--- config.mk ---
export PLATFORM = sky130hd
export DESIGN_NAME = phys_reg_file_mp_flat
export DESIGN_NICKNAME = d
export VERILOG_FILES = /design/src/rtl/mips_core_pkg.sv /design/src/rtl/phys_reg_file_mp_if.sv /design/src/rtl/phys_reg_file_mp_ready_table.sv /design/src/rtl/phys_reg_file_mp.sv /design/src/flat_wrapper.sv
export SDC_FILE = /design/constraint.sdc
export NUM_CORES = 2
export LEC_CHECK = 0
export CAP_MARGIN = 10
export CORE_ASPECT_RATIO = 0.9
export CORE_MARGIN = 2
export CORE_UTILIZATION = 35
export CTS_BUF_LIST = sky130_fd_sc_hd__clkbuf_4 sky130_fd_sc_hd__clkbuf_8
export DETAILED_ROUTE_END_ITERATION = 16
export RECOVER_POWER = 25
export SLEW_MARGIN = 20
export SYNTH_ARGS = -nofsm -noshare
export SYNTH_HDL_FRONTEND = slang
export SYNTH_HIERARCHICAL = 1
export SYNTH_SLANG_ARGS = --single-unit
export TNS_END_PERCENT = 5
--- constraint.sdc ---
create_clock -name clk -period 3.5 [get_ports clk]
set_input_delay 0.525 -clock clk [delete_from_list [all_inputs] [get_ports clk]]
set_output_delay 0.525 -clock clk [all_outputs]
set_load 0.02 [all_outputs]
--- src/rtl/mips_core_pkg.sv ---
`default_nettype none
// +----------------------------------------------------------------------------+
// | Module   : mips_core_pkg                                                   |
// | Purpose  : Shared types and constants for the out-of-order MIPS core's     |
// |            physical register file slice.                                   |
// | Contents : DEFAULT_* sizing, preg_addr_t, data_t, PREG_ZERO                 |
// | Revision : 1.0 - initial release                                           |
// +----------------------------------------------------------------------------+
package mips_core_pkg;

  localparam int DEFAULT_NUM_PREGS  = 64;
  localparam int DEFAULT_DATA_WIDTH = 32;
  localparam int DEFAULT_PREG_W     = $clog2(DEFAULT_NUM_PREGS);

  typedef logic [DEFAULT_PREG_W-1:0]     preg_addr_t;
  typedef logic [DEFAULT_DATA_WIDTH-1:0] data_t;

  // p0 is the hardwired-zero physical register.
  localparam preg_addr_t PREG_ZERO = '0;

endpackage
`default_nettype wire

--- src/rtl/phys_reg_file_mp_if.sv ---
`default_nettype none
// +----------------------------------------------------------------------------+
// | Module   : phys_reg_file_mp_if                                             |
// | Purpose  : Bundle of read, writeback and rename-allocation signals of the  |
// |            multi-port physical register file.                              |
// | Modports : master - rename/issue/writeback side (drives requests)          |
// |            slave  - register file side (returns read data, conflict flag)  |
// | Revision : 1.0 - initial release                                           |
// +----------------------------------------------------------------------------+
interface phys_reg_file_mp_if #(
  parameter int DATA_WIDTH = 32,
  parameter int NUM_PREGS  = 64,
  parameter int NUM_RD     = 4,
  parameter int NUM_WR     = 2,
  parameter int NUM_ALLOC  = 1
);
  localparam int PREG_W = $clog2(NUM_PREGS);

  logic [NUM_RD-1:0]                 rd_en;
  logic [NUM_RD-1:0][PREG_W-1:0]     rd_addr;
  logic [NUM_RD-1:0][DATA_WIDTH-1:0] rd_data;
  logic [NUM_RD-1:0]                 rd_ready;

  logic [NUM_WR-1:0]                 wr_en;
  logic [NUM_WR-1:0][PREG_W-1:0]     wr_addr;
  logic [NUM_WR-1:0][DATA_WIDTH-1:0] wr_data;

  logic [NUM_ALLOC-1:0]              alloc_en;
  logic [NUM_ALLOC-1:0][PREG_W-1:0]  alloc_addr;

  logic                              wr_conflict;

  modport master (
    output rd_en, rd_addr, wr_en, wr_addr, wr_data, alloc_en, alloc_addr,
    input  rd_data, rd_ready, wr_conflict
  );

  modport slave (
    input  rd_en, rd_addr, wr_en, wr_addr, wr_data, alloc_en, alloc_addr,
    output rd_data, rd_ready, wr_conflict
  );

endinterface
`default_nettype wire

--- src/rtl/phys_reg_file_mp_ready_table.sv ---
`default_nettype none
// +----------------------------------------------------------------------------+
// | Module   : preg_ready_table                                                |
// | Purpose  : Per-register operand-ready scoreboard. Writeback sets a bit,    |
// |            rename allocation clears it; allocation wins on a same-cycle    |
// |            collision because the allocating instruction is the newer      |
// |            producer. p0 is permanently ready.                              |
// | Ports    : clk, rst (sync, active-high), wr_en/wr_addr, alloc_en/          |
// |            alloc_addr, ready (one bit per physical register)               |
// | Revision : 1.0 - initial release                                           |
// +----------------------------------------------------------------------------+
module preg_ready_table #(
  parameter int NUM_PREGS = 64,
  parameter int NUM_WR    = 2,
  parameter int NUM_ALLOC = 1,
  parameter int PREG_W    = $clog2(NUM_PREGS)
) (
  input  wire logic                             clk,
  input  wire logic                             rst,
  input  wire logic [NUM_WR-1:0]                wr_en,
  input  wire logic [NUM_WR-1:0][PREG_W-1:0]    wr_addr,
  input  wire logic [NUM_ALLOC-1:0]             alloc_en,
  input  wire logic [NUM_ALLOC-1:0][PREG_W-1:0] alloc_addr,
  output logic      [NUM_PREGS-1:0]             ready
);

  logic [NUM_PREGS-1:0] r_ready;

  // Allocation loop follows the writeback loop so its clear takes precedence.
  always_ff @(posedge clk) begin
    if (rst) begin
      r_ready <= '1;
    end else begin
      for (int i = 0; i < NUM_WR; i++) begin
        if (wr_en[i] && (wr_addr[i] != '0)) begin
          r_ready[wr_addr[i]] <= 1'b1;
        end
      end
      for (int j = 0; j < NUM_ALLOC; j++) begin
        if (alloc_en[j] && (alloc_addr[j] != '0)) begin
          r_ready[alloc_addr[j]] <= 1'b0;
        end
      end
    end
  end

  assign ready = r_ready;

endmodule
`default_nettype wire

--- src/rtl/phys_reg_file_mp.sv ---
`default_nettype none
// +----------------------------------------------------------------------------+
// | Module   : phys_reg_file_mp                                                |
// | Purpose  : Parametrised multi-port physical register file with ready       |
// |            scoreboard and sticky write-write conflict flag.                |
// | Ports    : clk, rst (sync, active-high), bus (phys_reg_file_mp_if.slave):  |
// |            NUM_RD async read ports, NUM_WR sync write ports, NUM_ALLOC     |
// |            rename allocation ports, wr_conflict.                           |
// | Options  : PHYS_REG_FILE_BYPASS_EN - forward same-cycle writeback data to  |
// |            matching reads (highest write port wins, ready forced to 1).    |
// | Revision : 1.0 - initial release                                           |
// +----------------------------------------------------------------------------+
module phys_reg_file_mp
  import mips_core_pkg::*;
#(
  parameter int DATA_WIDTH = DEFAULT_DATA_WIDTH,
  parameter int NUM_PREGS  = DEFAULT_NUM_PREGS,
  parameter int NUM_RD     = 4,
  parameter int NUM_WR     = 2,
  parameter int NUM_ALLOC  = 1
) (
  input wire logic           clk,
  input wire logic           rst,
  phys_reg_file_mp_if.slave  bus
);

  localparam int PREG_W = $clog2(NUM_PREGS);

  logic [DATA_WIDTH-1:0]             r_regs [NUM_PREGS];
  logic                              r_conflict;
  logic [NUM_PREGS-1:0]              w_ready;
  logic                              w_conflict;
  logic [NUM_RD-1:0][DATA_WIDTH-1:0] w_rd_data;
  logic [NUM_RD-1:0]                 w_rd_ready;

  preg_ready_table #(
    .NUM_PREGS (NUM_PREGS),
    .NUM_WR    (NUM_WR),
    .NUM_ALLOC (NUM_ALLOC),
    .PREG_W    (PREG_W)
  ) u_ready_table (
    .clk        (clk),
    .rst        (rst),
    .wr_en      (bus.wr_en),
    .wr_addr    (bus.wr_addr),
    .alloc_en   (bus.alloc_en),
    .alloc_addr (bus.alloc_addr),
    .ready      (w_ready)
  );

  // Ascending port order: the highest-index writer lands last and wins.
  always_ff @(posedge clk) begin
    if (rst) begin
      for (int k = 0; k < NUM_PREGS; k++) begin
        r_regs[k] <= '0;
      end
    end else begin
      for (int i = 0; i < NUM_WR; i++) begin
        if (bus.wr_en[i] && (bus.wr_addr[i] != '0)) begin
          r_regs[bus.wr_addr[i]] <= bus.wr_data[i];
        end
      end
    end
  end

  always_comb begin
    w_conflict = 1'b0;
    for (int i = 0; i < NUM_WR; i++) begin
      for (int j = i + 1; j < NUM_WR; j++) begin
        if (bus.wr_en[i] && bus.wr_en[j] &&
            (bus.wr_addr[i] == bus.wr_addr[j]) && (bus.wr_addr[i] != '0)) begin
          w_conflict = 1'b1;
        end
      end
    end
  end

  always_ff @(posedge clk) begin
    if (rst) begin
      r_conflict <= 1'b0;
    end else begin
      r_conflict <= r_conflict | w_conflict;
    end
  end

  // Disabled ports and p0 read as zero/ready; the zero check on rd_addr also
  // keeps a p0 write from ever being forwarded.
  always_comb begin
    w_rd_data  = '0;
    w_rd_ready = '1;
    for (int p = 0; p < NUM_RD; p++) begin
      if (bus.rd_en[p] && (bus.rd_addr[p] != '0)) begin
        w_rd_data[p]  = r_regs[bus.rd_addr[p]];
        w_rd_ready[p] = w_ready[bus.rd_addr[p]];
`ifdef PHYS_REG_FILE_BYPASS_EN
        for (int w = 0; w < NUM_WR; w++) begin
          if (bus.wr_en[w] && (bus.wr_addr[w] == bus.rd_addr[p])) begin
            w_rd_data[p]  = bus.wr_data[w];
            w_rd_ready[p] = 1'b1;
          end
        end
`endif
      end
    end
  end

  assign bus.rd_data     = w_rd_data;
  assign bus.rd_ready    = w_rd_ready;
  assign bus.wr_conflict = r_conflict;

endmodule
`default_nettype wire

--- src/flat_wrapper.sv ---
// flat-port wrapper written by rule: the top's interface ports become plain ports
module phys_reg_file_mp_flat import mips_core_pkg::*;
#(
  parameter int DATA_WIDTH = DEFAULT_DATA_WIDTH,
  parameter int NUM_PREGS  = DEFAULT_NUM_PREGS,
  parameter int NUM_RD     = 4,
  parameter int NUM_WR     = 2,
  parameter int NUM_ALLOC  = 1
)
  (clk, rst, bus_rd_en, bus_rd_addr, bus_wr_en, bus_wr_addr, bus_wr_data, bus_alloc_en, bus_alloc_addr, bus_rd_data, bus_rd_ready, bus_wr_conflict);
  phys_reg_file_mp_if #(.DATA_WIDTH(DATA_WIDTH), .NUM_PREGS(NUM_PREGS), .NUM_RD(NUM_RD), .NUM_WR(NUM_WR), .NUM_ALLOC(NUM_ALLOC)) bus_i ();
  input wire logic clk;
  input wire logic rst;
  input wire logic [$bits(bus_i.rd_en)-1:0] bus_rd_en;
  input wire logic [$bits(bus_i.rd_addr)-1:0] bus_rd_addr;
  input wire logic [$bits(bus_i.wr_en)-1:0] bus_wr_en;
  input wire logic [$bits(bus_i.wr_addr)-1:0] bus_wr_addr;
  input wire logic [$bits(bus_i.wr_data)-1:0] bus_wr_data;
  input wire logic [$bits(bus_i.alloc_en)-1:0] bus_alloc_en;
  input wire logic [$bits(bus_i.alloc_addr)-1:0] bus_alloc_addr;
  output wire logic [$bits(bus_i.rd_data)-1:0] bus_rd_data;
  output wire logic [$bits(bus_i.rd_ready)-1:0] bus_rd_ready;
  output wire logic [$bits(bus_i.wr_conflict)-1:0] bus_wr_conflict;
  assign bus_i.rd_en = bus_rd_en;
  assign bus_i.rd_addr = bus_rd_addr;
  assign bus_i.wr_en = bus_wr_en;
  assign bus_i.wr_addr = bus_wr_addr;
  assign bus_i.wr_data = bus_wr_data;
  assign bus_i.alloc_en = bus_alloc_en;
  assign bus_i.alloc_addr = bus_alloc_addr;
  assign bus_rd_data = bus_i.rd_data;
  assign bus_rd_ready = bus_i.rd_ready;
  assign bus_wr_conflict = bus_i.wr_conflict;
  phys_reg_file_mp #(.DATA_WIDTH(DATA_WIDTH), .NUM_PREGS(NUM_PREGS), .NUM_RD(NUM_RD), .NUM_WR(NUM_WR), .NUM_ALLOC(NUM_ALLOC)) u_core (.clk(clk), .rst(rst), .bus(bus_i));
endmodule
# Yosys cells after proc, flatten, opt, wreduce, memory -nomap -nowiden
# Memory sizes are Yosys's and may differ from the RTL's.
# Cells that the tools add are included.
# word_totals
mem_count	1
output_inout_bits	133
mem_bits_rw	2048
word_cells	83
input_bits	115
register_bits	65
# memory_table
memory	words	width	read_ports	rd_ports_with_merged_regs	write_ports	line_no	text
u_core.r_regs	64	32	4	0	64	phys_reg_file_mp.sv:29	logic [DATA_WIDTH-1:0] r_regs [NUM_PREGS];
# classes
n_eq_ne	1
reduce_logical	22
bitwise_logic	5
mux	42
magnitude_cmp	10
# ops
op	n
$mux W64	5
$mux W32	6
$or A64 B64 Y64	2
$and A64 B64 Y64	1
$not A64 Y64	1
$reduce_or A32 Y1	2
$lt A6 B7 Y1 const B	7
$reduce_bool A6 Y1	7
$bmux W1 S6	4
$mux W1	22
$demux W1 S6	3
$ge A6 B1 Y1 const B	3
$logic_and A1 B1 Y1	13
$mux W6	2
$eq A6 B6 Y1	1
$or A1 B1 Y1	1

# Depth between registers and ports, before layout
# logic_depth
depth_word	12
depth_mapped	11
ltp_nobuf	6

# Modules after synthesis
# Netlist, hierarchy kept.
# modules_own_cells
module	instances	cells_each	area_per_inst_um2
phys_reg_file_mp	1	9965	151492.8
preg_ready_table	1	375	3460.8

# Worst setup path before layout
# OpenSTA, ideal clock, no wires.
# synth_timing
path_kind	input -> output
start	in bus_rd_addr[18]
end	out bus_rd_data[119]
path_slack_ps	514
n_path_buf	3
stages	7
arrival_time_ps	2461
cell_sequence	buf_4 buf_4 buf_2 mux4_2 mux4_2 a32oi_1 nand2_1
# synth_via
elab_chain_len	3
# synth_rtl
element	line_no	text
from (decl)	flat_wrapper.sv:15	input wire logic [$bits(bus_i.rd_addr)-1:0] bus_rd_addr;
parallel branches: the longest is 2 deep, another holds $mem_v2 Z64 W32	--	
$mux W32 (*)	phys_reg_file_mp.sv:92	if (bus.rd_en[p] && (bus.rd_addr[p] != '0)) begin
to (decl)	flat_wrapper.sv:21	output wire logic [$bits(bus_i.rd_data)-1:0] bus_rd_data;
# Every way passes the cells marked *.

==> impl_metrics.ini <==
[setup_path]
worstPathCellList = mux4_2 > mux2i_1 > a211oi_1 > o21ai_0 > nand2_1 > buf_6 > buf_12
path_buf_inv = 2
crit_slowest_cell = a211oi_1
start_kind = register
critPathKind = register to primary output
worstSetupEndpointType = primary output
cpPeakStageDelay_ns = 0.99
cp.arrival_ns = 3.76
crit_family = compound AO/OA/AOI/OAI gates
crit_required_ns = 2.97
cp_max_fo = 4

[floorplan]
rows = 231
fp.dieH_um = 635
floorplan.initialDensity_pct = 35.2
dieArea_mm2 = 0.448
core_mm2 = 0.440
ios = 248
dieWidth_um = 705

[power]
sw_frac_of_total_pct = 33.4
seq_power_share_pct = 40.8
p_leak_nw = 64.1
power_frac_clock_pct = 33.3
comb_power_share_pct = 25.9
switchingPower_w = 0.0251
p_per_area_mw_per_mm2 = 401
irDropWorstVdd_mv = 0.287
p_int_w = 0.0502

[run_status]
failed_checks = max-capacitance violations, max-slew violations, negative setup slack
status = finished with violations

[cts]
clkSinkCount = 2113
numCtsBuffers = 383
htreeDepth = 5
clk_pin_slew_worst_paths_ns = 0.07
cts_tree = yes
cts_max_path_buffers = 4
clkLatencyLatePin_ns = 1.17
cts_root_buffer = clkbuf_8

[synthesis]
synthesis.area_mm2 = 0.155
synth_cells = 10300
synth_area_leaders = edfxtp_1 40%, mux4_2 32%, a22o_1 11%
synth_flop_cell = edfxtp_1
yosys.area.top_type = edfxtp_1
synth_edf_count = 2048
synth-seq-cells = 2113
ys_seq_area_share_pct = 40.5
async_flop_share_pct = 0
yosysTopAreaCellShare_pct = 39.7
syn_avg_cell_area_um2 = 15.0
ys_types = 83
yosys_warnings = 6

[sta]
relSlewSlack_pct = -80.3
holdWs_ns = 0.0676
setup_viol = 2113
worst_pin_slew_ns = 2.70
hold_violations = 0
rsz0062_at_grt = true
fin_crit_sh_pct = 122
worst_slack_ns = -0.782
period_minus_slack_ns = 4.28
clock_skew_ns = 0
slew_violations = 266
fmax_ghz = 0.234

[global_routing]
antenna_found_initial = 82
grt_pass1_vias = 126000
grt_max_degree = 82
grt_pass1_wl_um = 1190000
grt_use_total_pct = 39.0
grt_overflow = 0

[route]
wire_per_inst_um = 51.7
vias = 135000
first_iter_violations = 26800
drc = 0
via_per_inst = 7.72
antenna_left = 0
drt_first_pass_iters = 7
wl_um = 906000

[placed_design]
place_area_mm2 = 0.179
preCtsSetupSlack_ns = -1.20
dpl.hpwl_um = 646000
place_inst = 16700
gp_congestion = 1.06
port-buffer-count = 247

[final_layout]
finalNonFillerCells = 17500
areaGrowthSynthToFinish_pct = 21.2
fin_nets = 11500
drive_gt1_share_pct = 48.1
design_area_mm2 = 0.188

[worst_hold_path]
hp-class = primary input to register

[job]
max_cap_violations = 7
## cells in the final DEF, fill, tap and decap left out, drive strengths merged, types with 160 or more instances in the layout
master	count
edfxtp	2048
a22oi	160
nor2	296
clkbuf	575
nand2	196
buf	2095
o22ai	196
a22o	2017
mux2i	337
mux4	2261
## power by group through the flow
stage / sequential [W] / clock (W) / combinational (W)
finish: 0.0307 / 0.0251 / 0.0195
global route: 0.0308 / 0.0260 / 0.0194
CTS: 0.0306 / 0.0250 / 0.0184
detailed placement: 0.0311 / 0 / 0.0180
global placement: 0.0310 / 0 / 0.0179
floorplan: 0.0304 / 0 / 0.00904
## sequential cells by signal (all words and copies together), names as in the netlist
register / flops
u_core/bus.wr_conflict: 1
u_core/r_regs: 2048
u_core/u_ready_table/ready: 64
## synthesized netlist by cell type (37+ instances only)
cell,instances
a211oi_1,123
a21oi_1,137
a22o_1,2017
a22oi_1,158
buf_1,87
buf_2,453
buf_4,123
clkbuf_1,928
dfxtp_1,65
edfxtp_1,2048
mux2_2,128
mux2i_1,337
mux4_1,57
mux4_2,2203
nand2_1,196
nor2_1,296
nor2b_1,37
nor3_1,109
o21ai_0,142
o221ai_1,64
o22ai_1,196
or3_1,69
## final cells by class
cell class | instances | area [um2]
diodes | 52 | 130
clock buffers | 497 | 6190
clock inverters | 179 | 1350
fillers | 39400 | 253000
inverters | 7 | 28.8
multi-input cells | 6622 | 87300
flip-flops and latches | 2113 | 62800
well taps | 5825 | 7290
repair buffers | 2233 | 22800
## stage by stage
step | TNS, ns | util (%) | power, W
global placement | -63.76 | 40.5 | 0.0488
floorplan | 0 | - | 0.0395
finish | -375.69 | 42.7 | 0.0753
CTS | -69.56 | 42.6 | 0.0740
global route | -226.66 | 42.6 | 0.0761
detailed placement | -65.19 | 40.5 | 0.0491
## cells by family (layout without fill, tap and decap cells)
logic type | count (synthesis) | after routing | synth area share (%)
other | 1 | 84 | 0.00242
AOI/OAI and AO/OA | 2991 | 2991 | 15.7
and+or+nand+nor | 867 | 867 | 2.82
DFF | 2113 | 2113 | 40.5
xor gates and xnor gates | 6 | 6 | 0.0339
muxes | 2726 | 2726 | 36.1
buffers and inverters | 1636 | 2916 | 4.83
## per-layer routing
layer	track usage (%)	routed length (um)	up-vias
li1	-	-	47500
met1	47.1	301000	69900
met2	55.1	374000	14700
met3	19.6	156000	3176
met4	24.2	72600	50
met5	1.03	1190	-
## path summary, 6_finish.rpt
| path | startpoint | slack, ns | cells past startpoint | to |
|---|---|---|---|---|
| max | u_core/r_regs[29][17] | -0.78 | 7 | bus_rd_data[49] |
| min | bus_wr_data[51] | 0.07 | 2 | u_core/r_regs[21][19] |
| max reg2reg | u_core/u_ready_table/ready[38] | 2.57 | 3 | u_core/u_ready_table/ready[38] |
| min reg2reg | u_core/bus.wr_conflict | 0.50 | 2 | u_core/bus.wr_conflict |
## timing repair
item	in CTS	in global routing
resized for setup	467	194
pin swaps	82	40
hold endpoints to repair	438	0
buffers inserted	24	26
hold buffers	28	0
setup endpoints to repair	132	132
No activity file was read; power rests on OpenSTA's default activity.
